### src/rtl/flag_scan_ctrl.sv
// Flag-generation controller: scans a captured ALU result for zero one CHUNK slice
// per cycle (LSB first, early exit), commits NZCV, and evaluates ARM condition codes.
module flag_scan_ctrl #(
  parameter int WIDTH = 64,
  parameter int CHUNK = 16
) (
  input  logic             clk,
  input  logic             reset,
  input  logic             req_valid,
  output logic             req_ready,
  input  logic [WIDTH-1:0] result,
  input  logic             carry_in,
  input  logic             overflow_in,
  input  logic             set_flags,
  output logic             done,
  output logic             zero_result,
  output logic             flag_n,
  output logic             flag_z,
  output logic             flag_c,
  output logic             flag_v,
  input  logic [3:0]       cond,
  output logic             cond_valid,
  output logic             cond_true
);

  localparam int NSLICE = WIDTH / CHUNK;
  localparam int IW     = (NSLICE > 1) ? $clog2(NSLICE) : 1;
  localparam logic [IW-1:0] LAST = IW'(NSLICE - 1);

  typedef enum logic [1:0] {IDLE, SCAN, COMMIT} state_t;
  typedef struct packed {
    logic n;
    logic c;
    logic v;
    logic sf;
  } cap_t;

  state_t                         state;
  logic [NSLICE-1:0][CHUNK-1:0]   res;
  cap_t                           cap;
  logic [IW-1:0]                  idx;
  logic                           slice_nz;

  assign slice_nz   = |res[idx];
  assign req_ready  = (state == IDLE);
  assign cond_valid = (state == IDLE);
  assign done       = (state == COMMIT);

  always_ff @(posedge clk or posedge reset) begin
    if (reset) begin
      state       <= IDLE;
      res         <= '0;
      cap         <= '0;
      idx         <= '0;
      zero_result <= 1'b0;
      flag_n      <= 1'b0;
      flag_z      <= 1'b0;
      flag_c      <= 1'b0;
      flag_v      <= 1'b0;
    end else begin
      case (state)
        IDLE: if (req_valid) begin
          res   <= result;
          cap   <= {result[WIDTH-1], carry_in, overflow_in, set_flags};
          idx   <= '0;
          state <= SCAN;
        end
        SCAN: begin
          // zero_result is loaded on the exit edge so it is already valid while done is high
          if (slice_nz) begin
            zero_result <= 1'b0;
            state       <= COMMIT;
          end else if (idx == LAST) begin
            zero_result <= 1'b1;
            state       <= COMMIT;
          end else begin
            idx <= idx + 1'b1;
          end
        end
        COMMIT: begin
          if (cap.sf) begin
            flag_n <= cap.n;
            flag_z <= zero_result;
            flag_c <= cap.c;
            flag_v <= cap.v;
          end
          state <= IDLE;
        end
        default: state <= IDLE;
      endcase
    end
  end

  always_comb begin
    cond_true = 1'b1;
    case (cond)
      4'b0000: cond_true = flag_z;
      4'b0001: cond_true = !flag_z;
      4'b0010: cond_true = flag_c;
      4'b0011: cond_true = !flag_c;
      4'b0100: cond_true = flag_n;
      4'b0101: cond_true = !flag_n;
      4'b0110: cond_true = flag_v;
      4'b0111: cond_true = !flag_v;
      4'b1000: cond_true = flag_c & !flag_z;
      4'b1001: cond_true = !flag_c | flag_z;
      4'b1010: cond_true = (flag_n == flag_v);
      4'b1011: cond_true = (flag_n != flag_v);
      4'b1100: cond_true = !flag_z & (flag_n == flag_v);
      4'b1101: cond_true = flag_z | (flag_n != flag_v);
      default: cond_true = 1'b1;
    endcase
  end

endmodule

### config.mk
export PLATFORM = sky130hd
export DESIGN_NAME = flag_scan_ctrl
export DESIGN_NICKNAME = d
export VERILOG_FILES = /design/src/rtl/flag_scan_ctrl.sv
export SDC_FILE = /design/constraint.sdc
export NUM_CORES = 1
export LEC_CHECK = 0
export CORE_UTILIZATION = 49
export CTS_CLUSTER_SIZE = 24
export DETAILED_ROUTE_END_ITERATION = 16
export GPL_TIMING_DRIVEN = 1
export PLACE_DENSITY = 0.9
export SYNTH_ARGS = -nofsm -noshare
export SYNTH_HDL_FRONTEND = slang
export SYNTH_SLANG_ARGS = --single-unit
export TNS_END_PERCENT = 50
### constraint.sdc
create_clock -name clk -period 2.8 [get_ports clk]
set_input_delay 0.28 -clock clk [delete_from_list [all_inputs] [get_ports clk]]
set_output_delay 0.28 -clock clk [all_outputs]
set_load 0.01 [all_outputs]
**Yosys cells after proc, flatten, opt, wreduce, memory -nomap -nowiden**

Cells that the tools add are included.
Widths: inputs -> output; s select.

- $add $sub $neg: 1
- Reduce and logical (&&, ||, !) cells: 14
- Magnitude comparators: 1
- Muxes and demuxes: 13
- Equality and inequality tests: 22
- Bitwise logic cells: 4

Operators with widths:

| operator | number |
|---|---|
| $bmux 16 s2 | 1 |
| $eq 4x4->1 const B | 6 |
| $eq 4x3->1 const B | 4 |
| $mux 16 | 1 |
| $reduce_or 16->1 | 1 |
| $pmux 1 s14 | 1 |
| $mux 2 | 6 |
| $eq 4x2->1 const B | 2 |
| $pmux 2 s2 | 2 |
| $reduce_and 2->1 | 4 |
| $ne 2x2->1 const B | 3 |
| $eq 2x2->1 const B | 2 |
| $eq 4x1->1 const B | 1 |
| $logic_not 1->1 | 4 |
| $logic_not 4->1 | 1 |
| $reduce_and 4->1 | 1 |
| $reduce_bool 2->1 | 2 |
| $lt 2x3->1 const B | 1 |
| $ne 3x3->1 const B | 1 |
| $add 2x1->2 const B | 1 |
| $and 1x1->1 | 2 |
| $eq 2x1->1 const B | 1 |
| $logic_not 2->1 | 1 |
| $mux 1 | 2 |
| other kinds (3) | 4 |

- Register bits: 77
- Output and inout bits: 9
- Word-level logic and storage cells: 70

**Logic depth before layout (Yosys ltp)**

- Depth after elaboration: 5
- Depth in mapped cells: 7
- Depth with buffers taken out: 5

**Worst setup path after synthesis**

Ideal clock, no wire load.

- Path kind: register -> output
- From: register flag_v
- To: output port cond_true
- Cell stages (with the launch flop): 5
- Data required time: 2.520 ns
- Path slack: 1.194 ns
- Data arrival time: 1.326 ns
- Cells stage by stage: dfrtp_1 > mux4_2 > nand2b_1 > o311ai_0 > a21oi_1

- Cells in the longest elaborated chain, start to end: 3
- Elaborated cells between the ends (all ways): 6
- Those cells by class: eq/ne (2); mux (1); bitwise (2); reduce/logical (1)

Ends and longest elaborated chain:

| what | line | source |
|---|---|---|
| start, declared | 20 | `output logic flag_v,` |
| start signal, assigned | 85 | `flag_v <= cap.v;` |
| $ne 1x1->1 or $eq 1x1->1 (tied branches) | n/a |  |
| $or 1x1->1 or $and 1x1->1 (tied branches) | 110, 109 |  |
| $pmux 1 s14 (*) | 96 | `case (cond)` |
| end, declared | 23 | `output logic cond_true` |

Every way passes the cells marked *; elsewhere a longest branch is shown, timed or not.

**Final worst setup path**

- From: input port cond[2]
- To: output port cond_true

- Cells in the longest elaborated chain, start to end: 2
- Elaborated cells between the ends (all ways): 15
- Those cells by class: eq/ne (13); mux (1); reduce/logical (1)

Ends and longest elaborated chain:

| what | line | source |
|---|---|---|
| start, declared | 21 | `input logic [3:0] cond,` |
| $eq 4x4->1 (tied with other cells) | 96 |  |
| $pmux 1 s14 (*) | 96 |  |

Marked as above.

==> summary.txt <==
Placed design
  • Final Wtd Congestion: 0.804
  • DP Cell Count: 515
  • Port bufs: 82
  • HPWL after detailed placement: 4.89 mm

Clock tree
  • Root Buffer: clkbuf_8
  • TritonCTS clock tree: built
  • Reg clk slew, reported paths: 0.07 ns
  • CTS H-tree lvls: 3
  • Postcts setup bufs: 0
  • Total CTS buffers: 9
  • Worst-skew pair later-pin latency: 0.34 ns
  • Hold bufs inserted after CTS: 0
  • Clock sink count: 76
  • CTS Buffer Depth: 2
  • Post-cts sizing count: 0

Die
  • Starting Density: 0.510
  • DIE HEIGHT: 83.3 µm
  • # rows: 29
  • Die Wd: 83.3 µm
  • Die area: 6930 µm²
  • Core area: 6350 µm²
  • Io pins: 83

Layout
  • Diodes inserted: 0
  • Share of cells above drive strength 1: 0.0642
  • Area Overhead vs Synth: 32.0%
  • Fillers: 521
  • Post-route insts no fill: 529
  • Fin nets: 524

Pwr
  • Max IR drop VDD: 458 µV
  • PwrDens: 683 nW/µm²
  • Leakage power: 2.14 nW

Synthesis
  • Synthesized area: 3240 µm²
  • Area leader, netlist: dfrtp_1
  • Mean Syn Cell Area: 8.79 µm²
  • Synthesized flop and latch total: 76
  • Syn Inst Count: 368
  • Top FF cell, synth: dfrtp_1
  • Synth top area share: 0.588
  • Syn. warnings: 0
  • Post-synthesis sequential area ratio: 0.588
  • Asr flop ratio synth: 1.00
  • Post-Syn Nets: 443
  • Unique masters post-synth: 31
  • Post-synth EDFFs: 0
  • Synth area leaders: dfrtp_1, nand2_1, nor4_1, mux2_2, nor2_1

Run
  • Number of max-cap violations: 0

Critical path
  • Crit path capture type: primary output
  • Reg2Reg Setup Slack: 0.98 ns
  • Worst path max stage delay: 0.55 ns
  • Critical path type: in2out
  • Req. time, crit path: 2.52 ns
  • Slowest cell on crit path: clkdlybuf4s50_1
  • FF-to-FF Start: state[1]$_DFFE_PP0P_
  • Most frequent cell on the critical path: clkdlybuf4s50_1
  • Arrival time at the worst endpoint: 2.27 ns
  • Worst r2r dst: res[56]$_DFFE_PP0P_
  • Worst-path cell chain: clkdlybuf4s50_1 > mux4_2 > nand2b_1 > o311ai_0 > a21oi_1 > clkdlybuf4s50_1
  • Max FO, Critical Path: 3
  • Worst reg2reg path depth: 5
  • Worst setup SP type: input pin

Hold path
  • Hold crit path type: in2async

Detailed routing
  • Antenna Nets Post-Route: 0
  • Via/cell ratio: 4.99
  • Total Wirelength: 6.86 mm
  • WL per Instance: 13.0 µm
  • Via count: 2641
  • Iter 0 DRT Violations: 170
  • Pre-antenna DRT Iters: 5
  • DRC violations left: 0

GRT
  • Number of global-route vias before repair: 2771
  • Largest net degree at the start of global routing: 45
  • Total GRT Usage: 0.222
  • Gr ovfl total: 0
  • First-pass GRT wire length: 12.3 mm
  • Initial antenna violation count: 0

STA
  • RSZ-0062 raised after global routing: false
  • Finish-stage setup viols: 0
  • Worst-margin pin slew: 0.612 ns
  • Clock Skews: 0.0108 ns
  • Fin Setup TNS: 0 ns
  • Final hold vios: 0
  • Slew margin rel.: 0.592
  • Final Max Tran Viols: 0
  • Peak Freq: 392 MHz
  • Period utilization: 0.911
  • Minimum clock period: 2.55 ns

Outcome
  • Status: finished, final reports clean
[Yosys cell counts (2+ instances only)]
master and instances:
nand2_1 211, dfrtp_1 76, nor2_1 11, nor4_1 9
clkbuf_1 8, a21oi_1 5, nor3_1 5, buf_2 4
buf_4 4, mux2_2 4, mux2i_1 4, nand2b_1 4
nand4_1 3, nor2b_1 2, nor4b_1 2
[state kept, by name, summed over array words and instances, names as in the netlist]
register     flops
idx              2
cap              3
flag_v           1
flag_n           1
zero_result      1
res             64
state            2
flag_c           1
flag_z           1
[worst max path at each step]
stage                       start                 end  depth (start not counted)
after global placement    cond[2]           cond_true                          6
final                     cond[2]           cond_true                          6
after CTS                 cond[2]           cond_true                          6
after global routing      cond[2]           cond_true                          6
after detailed placement  cond[2]           cond_true                          6
after floorplan             reset  cap[0]$_DFFE_PP0P_                          1
[critical path: cells and delay by family]
kind / cells / cell delay [ns]
AND/OR/NAND/NOR: 1 / 0.08
AO/OA/AOI/OAI: 2 / 0.29
multiplexers: 1 / 0.54
buffers and inverters: 2 / 1.08
[report_power, final]
part	internal (W)	switching, W	total (W)
Combinational	0.000351	0.000353	0.000704
Sequential	0.00136	0.000160	0.00152
Clock	0.000332	0.000360	0.000692
[layout make-up]
| type | count | area, µm² | area share |
|---|---|---|---|
| clock buffers | 11 | 141 | 0.0331 |
| clock inverters | 3 | 15.0 | 0.00351 |
| multi-input cells | 274 | 1240 | 0.291 |
| inverters | 1 | 3.75 | 0.000879 |
| well taps | 77 | 96.3 | 0.0226 |
| flip-flops and latches | 76 | 1900 | 0.445 |
| repair buffers | 87 | 871 | 0.204 |
[layout by cell type (no fill, tap or decap), types with 2 or more instances in the layout]
cell type          n
a21oi_1            5
buf_4              4
clkbuf_8          10
clkdlybuf4s50_1   82
clkinv_2           3
dfrtp_1           76
mux2_2             4
mux2i_1            4
nand2_1          210
nand2b_1           4
nand4_1            3
nor2_1            11
nor2b_1            2
nor3_1             5
nor4_1             9
nor4b_1            2
[per-layer routing]
layer,up-vias,global-route usage,share of wire
li1,1321,-,-
met1,1243,0.272,0.44
met2,66,0.379,0.50
met3,11,0.0427,0.045
met4,0,0.103,0.018
met5,-,0,0
[stage by stage]
step	power [W]	hold WS, ns	setup slack, ns	instance area (µm²)	util
detailed placement	0.00225	0.458	0.250	4120	0.648
CTS	0.00295	0.287	0.239	4270	0.673
finish	0.00292	0.275	0.250	4270	0.673
floorplan	0.00194	0.385	0.582	3240	-
global route	0.00312	0.342	0.113	4270	0.673
global placement	0.00220	0.452	0.308	4120	0.648
[cell families after synthesis]
logic type	Yosys count	share of synthesized area
xor gates and xnor gates	2	0.00541
DFF	76	0.588
buffers and inverters	18	0.0294
AOI/OAI and AO/OA	11	0.0244
adders and majority gates	1	0.00387
and+or+nand+nor	251	0.316
muxes	9	0.0333
No activity file was read; power rests on OpenSTA's default activity.
